$ cat src/rtl/mips_perf_monitor_if.sv
// Observation and readout bundle between the MIPS core side and mips_perf_monitor.
// There is no valid/ready handshake. start/stop/clear are single-cycle pulses. Every
// event input is sampled on each rising clock edge. rd_data answers rd_sel one cycle later.
interface mips_perf_monitor_if #(
   parameter int CNT_WIDTH = 32
);
   logic                 start;
   logic                 stop;
   logic                 clear;
   logic                 stall_in;
   logic                 RegWrite_wb_in;
   logic                 Branch_in;
   logic                 Zero_in;
   logic [1:0]           op_FA_in;
   logic [1:0]           op_FB_in;
   logic [2:0]           rd_sel;
   logic [CNT_WIDTH-1:0] rd_data;
   logic [7:0]           ovf;
   logic                 running;
   logic                 done;
   logic [1:0]           state_dbg;

   modport master (
      output start, stop, clear, stall_in, RegWrite_wb_in, Branch_in, Zero_in,
             op_FA_in, op_FB_in, rd_sel,
      input  rd_data, ovf, running, done, state_dbg
   );

   modport slave (
      input  start, stop, clear, stall_in, RegWrite_wb_in, Branch_in, Zero_in,
             op_FA_in, op_FB_in, rd_sel,
      output rd_data, ovf, running, done, state_dbg
   );
endinterface

$ cat src/rtl/mips_perf_monitor.sv
// Start/stop/windowed cycle and event counter bank observing the pipelined MIPS core.
// It has eight counters, sticky overflow flags and a registered 1-cycle readout.
module mips_perf_monitor #(
   parameter int CNT_WIDTH = 32,
   parameter int WINDOW    = 0,
   parameter bit SATURATE  = 1'b1
) (
   input logic                clock,
   input logic                reset,
   mips_perf_monitor_if.slave bus
);
   localparam int                   NUM_CNT = 8;
   localparam logic [CNT_WIDTH-1:0] CNT_MAX = '1;
   localparam logic [CNT_WIDTH-1:0] CNT_ONE = CNT_WIDTH'(1);
   localparam logic [CNT_WIDTH-1:0] WIN_VAL = CNT_WIDTH'(WINDOW);
   localparam bit                   WIN_EN  = (WINDOW != 0);

   typedef enum logic [1:0] {
      ST_IDLE = 2'd0,
      ST_RUN  = 2'd1,
      ST_DONE = 2'd2
   } state_t;

   state_t               state_q;
   state_t               state_d;
   logic [CNT_WIDTH-1:0] cnt_q   [NUM_CNT];
   logic [CNT_WIDTH-1:0] cnt_inc [NUM_CNT];
   logic [NUM_CNT-1:0]   ev;
   logic [NUM_CNT-1:0]   at_max;
   logic [NUM_CNT-1:0]   ovf_q;
   logic [CNT_WIDTH-1:0] rd_data_q;
   logic                 zero_all;
   logic                 count_en;
   logic                 window_hit;

   // Event conditions, indexed to match the counter numbering seen through rd_sel.
   always_comb begin
      ev    = '0;
      ev[0] = 1'b1;
      ev[1] = bus.RegWrite_wb_in;
      ev[2] = bus.stall_in;
      ev[3] = bus.Branch_in;
      ev[4] = bus.Branch_in & bus.Zero_in;
      ev[5] = |bus.op_FA_in;
      ev[6] = |bus.op_FB_in;
      ev[7] = (|bus.op_FA_in) | (|bus.op_FB_in);
   end

   always_comb begin
      at_max = '0;
      for (int i = 0; i < NUM_CNT; i++) begin
         cnt_inc[i] = cnt_q[i];
         at_max[i]  = (cnt_q[i] == CNT_MAX);
         if (at_max[i]) begin
            cnt_inc[i] = SATURATE ? CNT_MAX : '0;
         end else begin
            cnt_inc[i] = cnt_q[i] + CNT_ONE;
         end
      end
   end

   // The cycle counter always increments in RUN, so its next value tells us the window end.
   always_comb begin
      window_hit = WIN_EN && (cnt_inc[0] == WIN_VAL);
   end

   always_ff @(posedge clock or negedge reset) begin
      if (!reset) begin
         state_q <= ST_IDLE;
      end else begin
         state_q <= state_d;
      end
   end

   always_comb begin
      state_d  = state_q;
      zero_all = 1'b0;
      count_en = 1'b0;
      if (bus.clear) begin
         state_d  = ST_IDLE;
         zero_all = 1'b1;
      end else begin
         case (state_q)
            ST_IDLE: begin
               if (bus.start) begin
                  state_d  = ST_RUN;
                  zero_all = 1'b1;
               end
            end
            ST_RUN: begin
               // The stopping cycle still counts, so the DONE edge applies its increments.
               count_en = 1'b1;
               if (bus.stop || window_hit) begin
                  state_d = ST_DONE;
               end
            end
            ST_DONE: begin
               if (bus.start) begin
                  state_d  = ST_RUN;
                  zero_all = 1'b1;
               end
            end
            default: begin
               state_d  = ST_IDLE;
               zero_all = 1'b1;
            end
         endcase
      end
   end

   always_ff @(posedge clock or negedge reset) begin
      if (!reset) begin
         for (int i = 0; i < NUM_CNT; i++) begin
            cnt_q[i] <= '0;
         end
         ovf_q     <= '0;
         rd_data_q <= '0;
      end else begin
         rd_data_q <= cnt_q[bus.rd_sel];
         if (zero_all) begin
            for (int i = 0; i < NUM_CNT; i++) begin
               cnt_q[i] <= '0;
            end
            ovf_q <= '0;
         end else if (count_en) begin
            for (int i = 0; i < NUM_CNT; i++) begin
               if (ev[i]) begin
                  cnt_q[i] <= cnt_inc[i];
               end
            end
            ovf_q <= ovf_q | (ev & at_max);
         end
      end
   end

   assign bus.rd_data   = rd_data_q;
   assign bus.ovf       = ovf_q;
   assign bus.running   = (state_q == ST_RUN);
   assign bus.done      = (state_q == ST_DONE);
   assign bus.state_dbg = state_q;
endmodule

$ cat src/flat_wrapper.sv
// flat-port wrapper written by rule: the top's interface ports become plain ports
module mips_perf_monitor_flat 
#(
   parameter int CNT_WIDTH = 32,
   parameter int WINDOW    = 0,
   parameter bit SATURATE  = 1'b1
)
  (clock, reset, bus_start, bus_stop, bus_clear, bus_stall_in, bus_RegWrite_wb_in, bus_Branch_in, bus_Zero_in, bus_op_FA_in, bus_op_FB_in, bus_rd_sel, bus_rd_data, bus_ovf, bus_running, bus_done, bus_state_dbg);
  mips_perf_monitor_if #(.CNT_WIDTH(CNT_WIDTH)) bus_i ();
  input logic clock;
  input logic reset;
  input wire logic [$bits(bus_i.start)-1:0] bus_start;
  input wire logic [$bits(bus_i.stop)-1:0] bus_stop;
  input wire logic [$bits(bus_i.clear)-1:0] bus_clear;
  input wire logic [$bits(bus_i.stall_in)-1:0] bus_stall_in;
  input wire logic [$bits(bus_i.RegWrite_wb_in)-1:0] bus_RegWrite_wb_in;
  input wire logic [$bits(bus_i.Branch_in)-1:0] bus_Branch_in;
  input wire logic [$bits(bus_i.Zero_in)-1:0] bus_Zero_in;
  input wire logic [$bits(bus_i.op_FA_in)-1:0] bus_op_FA_in;
  input wire logic [$bits(bus_i.op_FB_in)-1:0] bus_op_FB_in;
  input wire logic [$bits(bus_i.rd_sel)-1:0] bus_rd_sel;
  output wire logic [$bits(bus_i.rd_data)-1:0] bus_rd_data;
  output wire logic [$bits(bus_i.ovf)-1:0] bus_ovf;
  output wire logic [$bits(bus_i.running)-1:0] bus_running;
  output wire logic [$bits(bus_i.done)-1:0] bus_done;
  output wire logic [$bits(bus_i.state_dbg)-1:0] bus_state_dbg;
  assign bus_i.start = bus_start;
  assign bus_i.stop = bus_stop;
  assign bus_i.clear = bus_clear;
  assign bus_i.stall_in = bus_stall_in;
  assign bus_i.RegWrite_wb_in = bus_RegWrite_wb_in;
  assign bus_i.Branch_in = bus_Branch_in;
  assign bus_i.Zero_in = bus_Zero_in;
  assign bus_i.op_FA_in = bus_op_FA_in;
  assign bus_i.op_FB_in = bus_op_FB_in;
  assign bus_i.rd_sel = bus_rd_sel;
  assign bus_rd_data = bus_i.rd_data;
  assign bus_ovf = bus_i.ovf;
  assign bus_running = bus_i.running;
  assign bus_done = bus_i.done;
  assign bus_state_dbg = bus_i.state_dbg;
  mips_perf_monitor #(.CNT_WIDTH(CNT_WIDTH), .WINDOW(WINDOW), .SATURATE(SATURATE)) u_core (.clock(clock), .reset(reset), .bus(bus_i));
endmodule
$ cat config.mk
export PLATFORM = sky130hd
export DESIGN_NAME = mips_perf_monitor_flat
export DESIGN_NICKNAME = d
export VERILOG_FILES = /design/src/rtl/mips_perf_monitor_if.sv /design/src/rtl/mips_perf_monitor.sv /design/src/flat_wrapper.sv
export SDC_FILE = /design/constraint.sdc
export NUM_CORES = 1
export LEC_CHECK = 0
export CAP_MARGIN = 20
export CORE_MARGIN = 4
export CORE_UTILIZATION = 48
export DETAILED_ROUTE_END_ITERATION = 16
export PLACE_DENSITY = 0.74
export SLEW_MARGIN = 20
export SYNTH_ARGS = -nofsm -noshare
export SYNTH_HDL_FRONTEND = slang
export SYNTH_SLANG_ARGS = --single-unit
export TNS_END_PERCENT = 30
$ cat constraint.sdc
create_clock -name clock -period 3.1 [get_ports clock]
set_input_delay 0.465 -clock clock [delete_from_list [all_inputs] [get_ports clock]]
set_output_delay 0.465 -clock clock [all_outputs]
set_load 0.05 [all_outputs]
Yosys cells after proc, flatten, opt, wreduce, memory -nomap -nowiden
Index checks and enable logic that the tools add are counted.

Add/sub/neg operators: 8. $lt $le $gt $ge: 1. Equality and inequality tests: 12. Muxes and demuxes: 31. Bitwise operators: 5. Reduce and logical (&&, ||, !) cells: 20.

Operators with widths (count): $mux W32 (17); $mux W256 (2); $add A32 B1 Y32 const B (8); $eq A32 B32 Y1 const B (8); $bmux W32 S3 (1); $mux W8 (2); $reduce_and A2 Y1 (8); $reduce_bool A2 Y1 (8); $and A8 B8 Y8 (1); $or A8 B8 Y8 (1); $mux W2 (3); $reduce_or A2 Y1 (3); $ge A4 B4 Y1 const B (1); $mux W1 (4); $not A3 Y4 (1); $pmux W2 S2 (1); $ne A3 B1 Y1 const B (1); $ne A3 B3 Y1 const B (1); $eq A2 B1 Y1 const B (1); $eq A2 B2 Y1 const B (1); $logic_not A2 Y1 (1); $pmux W1 S2 (1); $and A1 B1 Y1 (1); $or A1 B1 Y1 (1).

Register bits: 298. Bits of input ports: 16.

Depth between registers and ports, before layout
Depth in word-level cells: 6. Depth in mapped cells: 9. Depth with buffers taken out: 7.

Worst setup path before layout
Ideal clock, no wire load.

Path kind: register to register. From: register u_core.state_q[0] (netlist: u_core.bus.state_dbg[0]). To: register u_core.cnt_q[28] (netlist bit). Library setup time: 0.064 ns. Arrival: 2.376 ns. Data required time: 3.036 ns. Setup slack: 0.660 ns. Stages on the path, launching flop included: 10. Buffers on the path: 3. Clock period less this slack: 2.440 ns. Cell sequence: dfrtp_1 or3b_1 buf_2 nor2_8 nor2_2 or4_1 buf_2 buf_6 o41ai_1 a21o_1.

Longest elaborated chain between the ends: 6. Elaborated cells on any way between the ends: 12. Classes of those cells: 2 x eq/ne; 5 x mux; 5 x reduce/logical.

Ends and longest elaborated chain: start, declared (RTL line mips_perf_monitor.sv:24) `state_t state_q;`; start signal, assigned (RTL line mips_perf_monitor.sv:71) `state_q <= state_d;`; $eq A2 B2 Y1 / $logic_not A2 Y1 (equally long branches) (RTL line mips_perf_monitor.sv:83) `case (state_q)`; $reduce_or A2 Y1 (no source line); $pmux W1 S2 (RTL line mips_perf_monitor.sv:83); $mux W1 (RTL line mips_perf_monitor.sv:79) `if (bus.clear) begin`; $reduce_bool A2 Y1 (no source line); $reduce_and A2 Y1 (no source line); end signal, assigned by index (RTL line mips_perf_monitor.sv:128) `cnt_q[i] <= cnt_inc[i];`; end, declared (RTL line mips_perf_monitor.sv:26) `logic [CNT_WIDTH-1:0] cnt_q [NUM_CNT];`.

Parallel ways exist; a longest one is shown, timed or not. A chain may end at the register's enable or synchronous reset.

Worst setup path in the final report
From: register u_core.cnt_q[160] (netlist bit). To: register u_core.cnt_q[179] (netlist bit).

Longest elaborated chain between the ends: 5. Elaborated cells on any way between the ends: 6. Classes of those cells: 1 x add/sub; 1 x eq/ne; 4 x mux.

Ends and longest elaborated chain: $add A32 B1 Y32 / $eq A32 B32 Y1 (equally long branches) (RTL line mips_perf_monitor.sv:57, mips_perf_monitor.sv:53); $mux W32 * (RTL line mips_perf_monitor.sv:54) `if (at_max[i]) begin`; $mux W32 * (RTL line mips_perf_monitor.sv:127) `if (ev[i]) begin`; $mux W256 * (RTL line mips_perf_monitor.sv:125) `end else if (count_en) begin`; $mux W256 * (RTL line mips_perf_monitor.sv:120) `if (zero_all) begin`.

Every way passes the cells marked *; elsewhere a longest branch is shown, timed or not. The select of a mux whose other input is x is not followed.

==> run summary <==
status -> finished clean
CP Data Required Time -> 3.51 ns
DR WL met2 -> 26800 um
Total Wirelength -> 60900 um
PwrDens -> 443 nW/um^2
Slew Limit Fails -> 0
GP Congestion -> 0.948
IO buf count -> 59
vias in the first global route -> 16492
Mapped Area -> 18000 um^2
Syn. warnings -> 0
ys flop type -> dfrtp_1
die area -> 40700 um^2
Clock Latency Late Sink -> 0.53 ns
fin nets -> 2056
drt pass-1 iters -> 6
RSZ-0062 raised after global routing -> no
first-pass GRT wire length -> 95900 um
fill count -> 3195
final hold viol count -> 0
Max-Cap Viols -> 0
Ports -> 60
root buffer cell -> clkbuf_16
min Tclk post-route -> 2.70 ns
Worst Path Max Fanout -> 28
Hold Path Class -> input pin to async pin
clock-pin slew on the worst setup and hold paths -> 0.06 ns
share of cells above drive strength 1 -> 13.0%
kind of critical path -> flop to flop
H-tree Lvls -> 2
combinational fraction of design power -> 6.6%
register area share after synthesis -> 41.4%
top layer in use -> met4
postcts setup bufs -> 0
asr flop ratio synth -> 100%
Inserted Clock Buffers -> 36
critical path startpoint category -> flop
Avg Inst Size Synth -> 9.05 um^2
TNS Setup -> 0 ns
switching part of the total power -> 23.7%
via count -> 17536
cells after synthesis -> 1989
Min Hold Slack -> 0.455 ns
All-Layer GR Usage -> 29.2%
initial drt markers -> 2470
area of the multi-input gates -> 9940 um^2
CP peak stage delay -> 0.72 ns
clock share of power -> 50.6%
final setup fails -> 0
syn nets -> 2013
Metal-1 WL -> 25600 um
Worst-Margin Slew -> 1.04 ns
Max Buffers Root-to-Sink -> 3
Max VDD drop -> 0.000294 V
register bit total from synthesis -> 298
core box area -> 36800 um^2
Die Wd -> 202 um
Seq pwr share -> 42.8%
Die Ht -> 202 um
largest net degree at the start of global routing -> 85
register area -> 7460 um^2
Int Pwr -> 0.00699 W
routed wl met3 -> 6760 um
dpl hpwl -> 42700 um
Power Total -> 0.00916 W
final antenna-violating net count -> 0
LEAKAGE -> 8.79 nW
CTS tree -> yes
CTS sink count -> 298
crit-path cells -> ha_1 > nand3_1 > or4b_1 > nor3_2 > nand3_2 > buf_4 > o311ai_0
wire per inst -> 24.1 um
Synth-to-Final Area Change -> 14.7%
max_slew headroom -> 30.6%
Post-synth EDFFs -> 0
Tcrit/Tclk final -> 87.2%
switching power -> 0.00217 W
CP bufs+invs -> 1
final core utilization -> 56.1%
initial core utilization -> 48.9%
WP data arrival -> 3.12 ns
initial antenna violation count -> 2
CTS resizes -> 0
Rows -> 70
crit path capture type -> flop
Top delay family on crit path -> simple AND/OR/NAND/NOR gates
Via density -> 6.94
Max Clock Skew -> 0.0162 ns
CP max-delay cell -> or4b_1
distinct cell type count after synthesis -> 67
f_max -> 370 MHz
drc violations -> 0
gr ovfl total -> 0
==> what timing repair did <==
action	in CTS	in global routing
hold endpoints to repair	49	0
hold buffers	1	0
setup endpoints to repair	0	0
==> kinds of logic (layout without fill, tap and decap cells) <==
kind of cell	count (synthesis)	after routing	synth area share (%)
simple gates	853	853	24.4
fa+ha+maj	8	8	0.556
compound gates	565	565	19.5
mux	106	106	10.6
xor+xnor	1	1	0.0487
flops	298	298	41.4
other cells	0	2	0
buf+inv	158	226	3.45
==> cell usage in the layout, fill, tap and decap left out, drive strengths merged, types with 14 or more instances in the layout <==
cell and n:
a21oi 119, a31oi 59, a41oi 14, and2 29, and3 72, and4 27, buf 76, clkbuf 45
clkdlybuf4s50 56, dfrtp 298, inv 31, mux2 35, mux4 64, nand2 233, nand3 154, nand4 59
nor2 122, nor3 56, nor4 28, o211ai 66, o21ai 193, o311ai 42, or3 20
==> flip-flops by register name, indices dropped and copies added, names as in the netlist <==
register / cells
u_core.bus.ovf: 8
u_core.bus.rd_data: 32
u_core.bus.state_dbg: 2
u_core.cnt_q: 256
==> Yosys cell counts (35+ instances only) <==
| cell type | n | share of area, % |
|---|---|---|
| clkbuf_1 | 99 | 2.1 |
| a21oi_1 | 118 | 3.3 |
| dfrtp_1 | 298 | 41 |
| o21ai_0 | 192 | 5.3 |
| nand4_1 | 58 | 2.0 |
| o211ai_1 | 66 | 2.8 |
| o311ai_0 | 42 | 2.0 |
| nand3_1 | 152 | 4.2 |
| a31oi_1 | 59 | 2.1 |
| mux4_2 | 64 | 8.0 |
| nor2_1 | 119 | 2.5 |
| and3_1 | 72 | 2.5 |
| nand2_1 | 233 | 4.9 |
| mux2_2 | 35 | 2.2 |
| nor3_1 | 54 | 1.5 |
==> stage by stage <==
step           setup WS [ns]  cells  instance area (um^2)
2_1_floorplan          0.660   1989                 18000
3_3_place_gp           0.277   2461                 19300
3_5_place_dp           0.235   2461                 19300
4_1_cts                0.439   2525                 20600
5_1_grt                0.248   2525                 20600
6_report               0.398   2527                 20600
==> path summary, 6_finish.rpt <==
check,slack [ns],start,endpoint,cells past startpoint
max reg2reg,0.40,u_core.cnt_q[160]$_DFFE_PN0P_,u_core.cnt_q[179]$_DFFE_PN0P_,7
min in group clock,0.49,u_core.bus.ovf[4]$_DFFE_PN0P_,u_core.bus.ovf[4]$_DFFE_PN0P_,2
min reg2reg,0.49,u_core.bus.ovf[4]$_DFFE_PN0P_,u_core.bus.ovf[4]$_DFFE_PN0P_,2
max,0.40,u_core.cnt_q[160]$_DFFE_PN0P_,u_core.cnt_q[179]$_DFFE_PN0P_,7
min,0.46,reset,u_core.cnt_q[29]$_DFFE_PN0P_,2
max in group asynchronous,1.79,reset,u_core.cnt_q[195]$_DFFE_PN0P_,3
==> power by group through the flow <==
stage	clock network [W]	registers, W	logic, W
2_1_floorplan	0	0.00399	0.000305
3_3_place_gp	0	0.00399	0.000585
3_5_place_dp	0	0.00399	0.000595
4_1_cts	0.00468	0.00392	0.000599
5_1_grt	0.00486	0.00392	0.000655
6_report	0.00463	0.00392	0.000605
==> cell type report <==
type	instances	share of cell area, %
Multi-Input combinational cell	1533	48.1
Sequential cell	298	36.1
Timing Repair Buffer	133	6.10
Clock buffer	45	4.92
Tap cell	468	2.84
Clock inverter	18	1.33
Inverter	30	0.545
Antenna cell	2	0.0242
==> metal layers <==
metal,track usage [%],vias up
li1,-,7726
met1,43.3,8643
met2,43.5,1044
met3,6.22,123
met4,8.72,0
met5,0,-
==> worst reg2reg max path, delay by kind of cell, from the launching register on <==
family / cells / cell delay, ns
fa+ha+maj: 1 / 0.26
buf+inv: 1 / 0.24
compound gates: 1 / 0.13
flops: 1 / 0.49
simple gates: 4 / 1.47
Note: power is estimated with default switching activity, not from simulation.
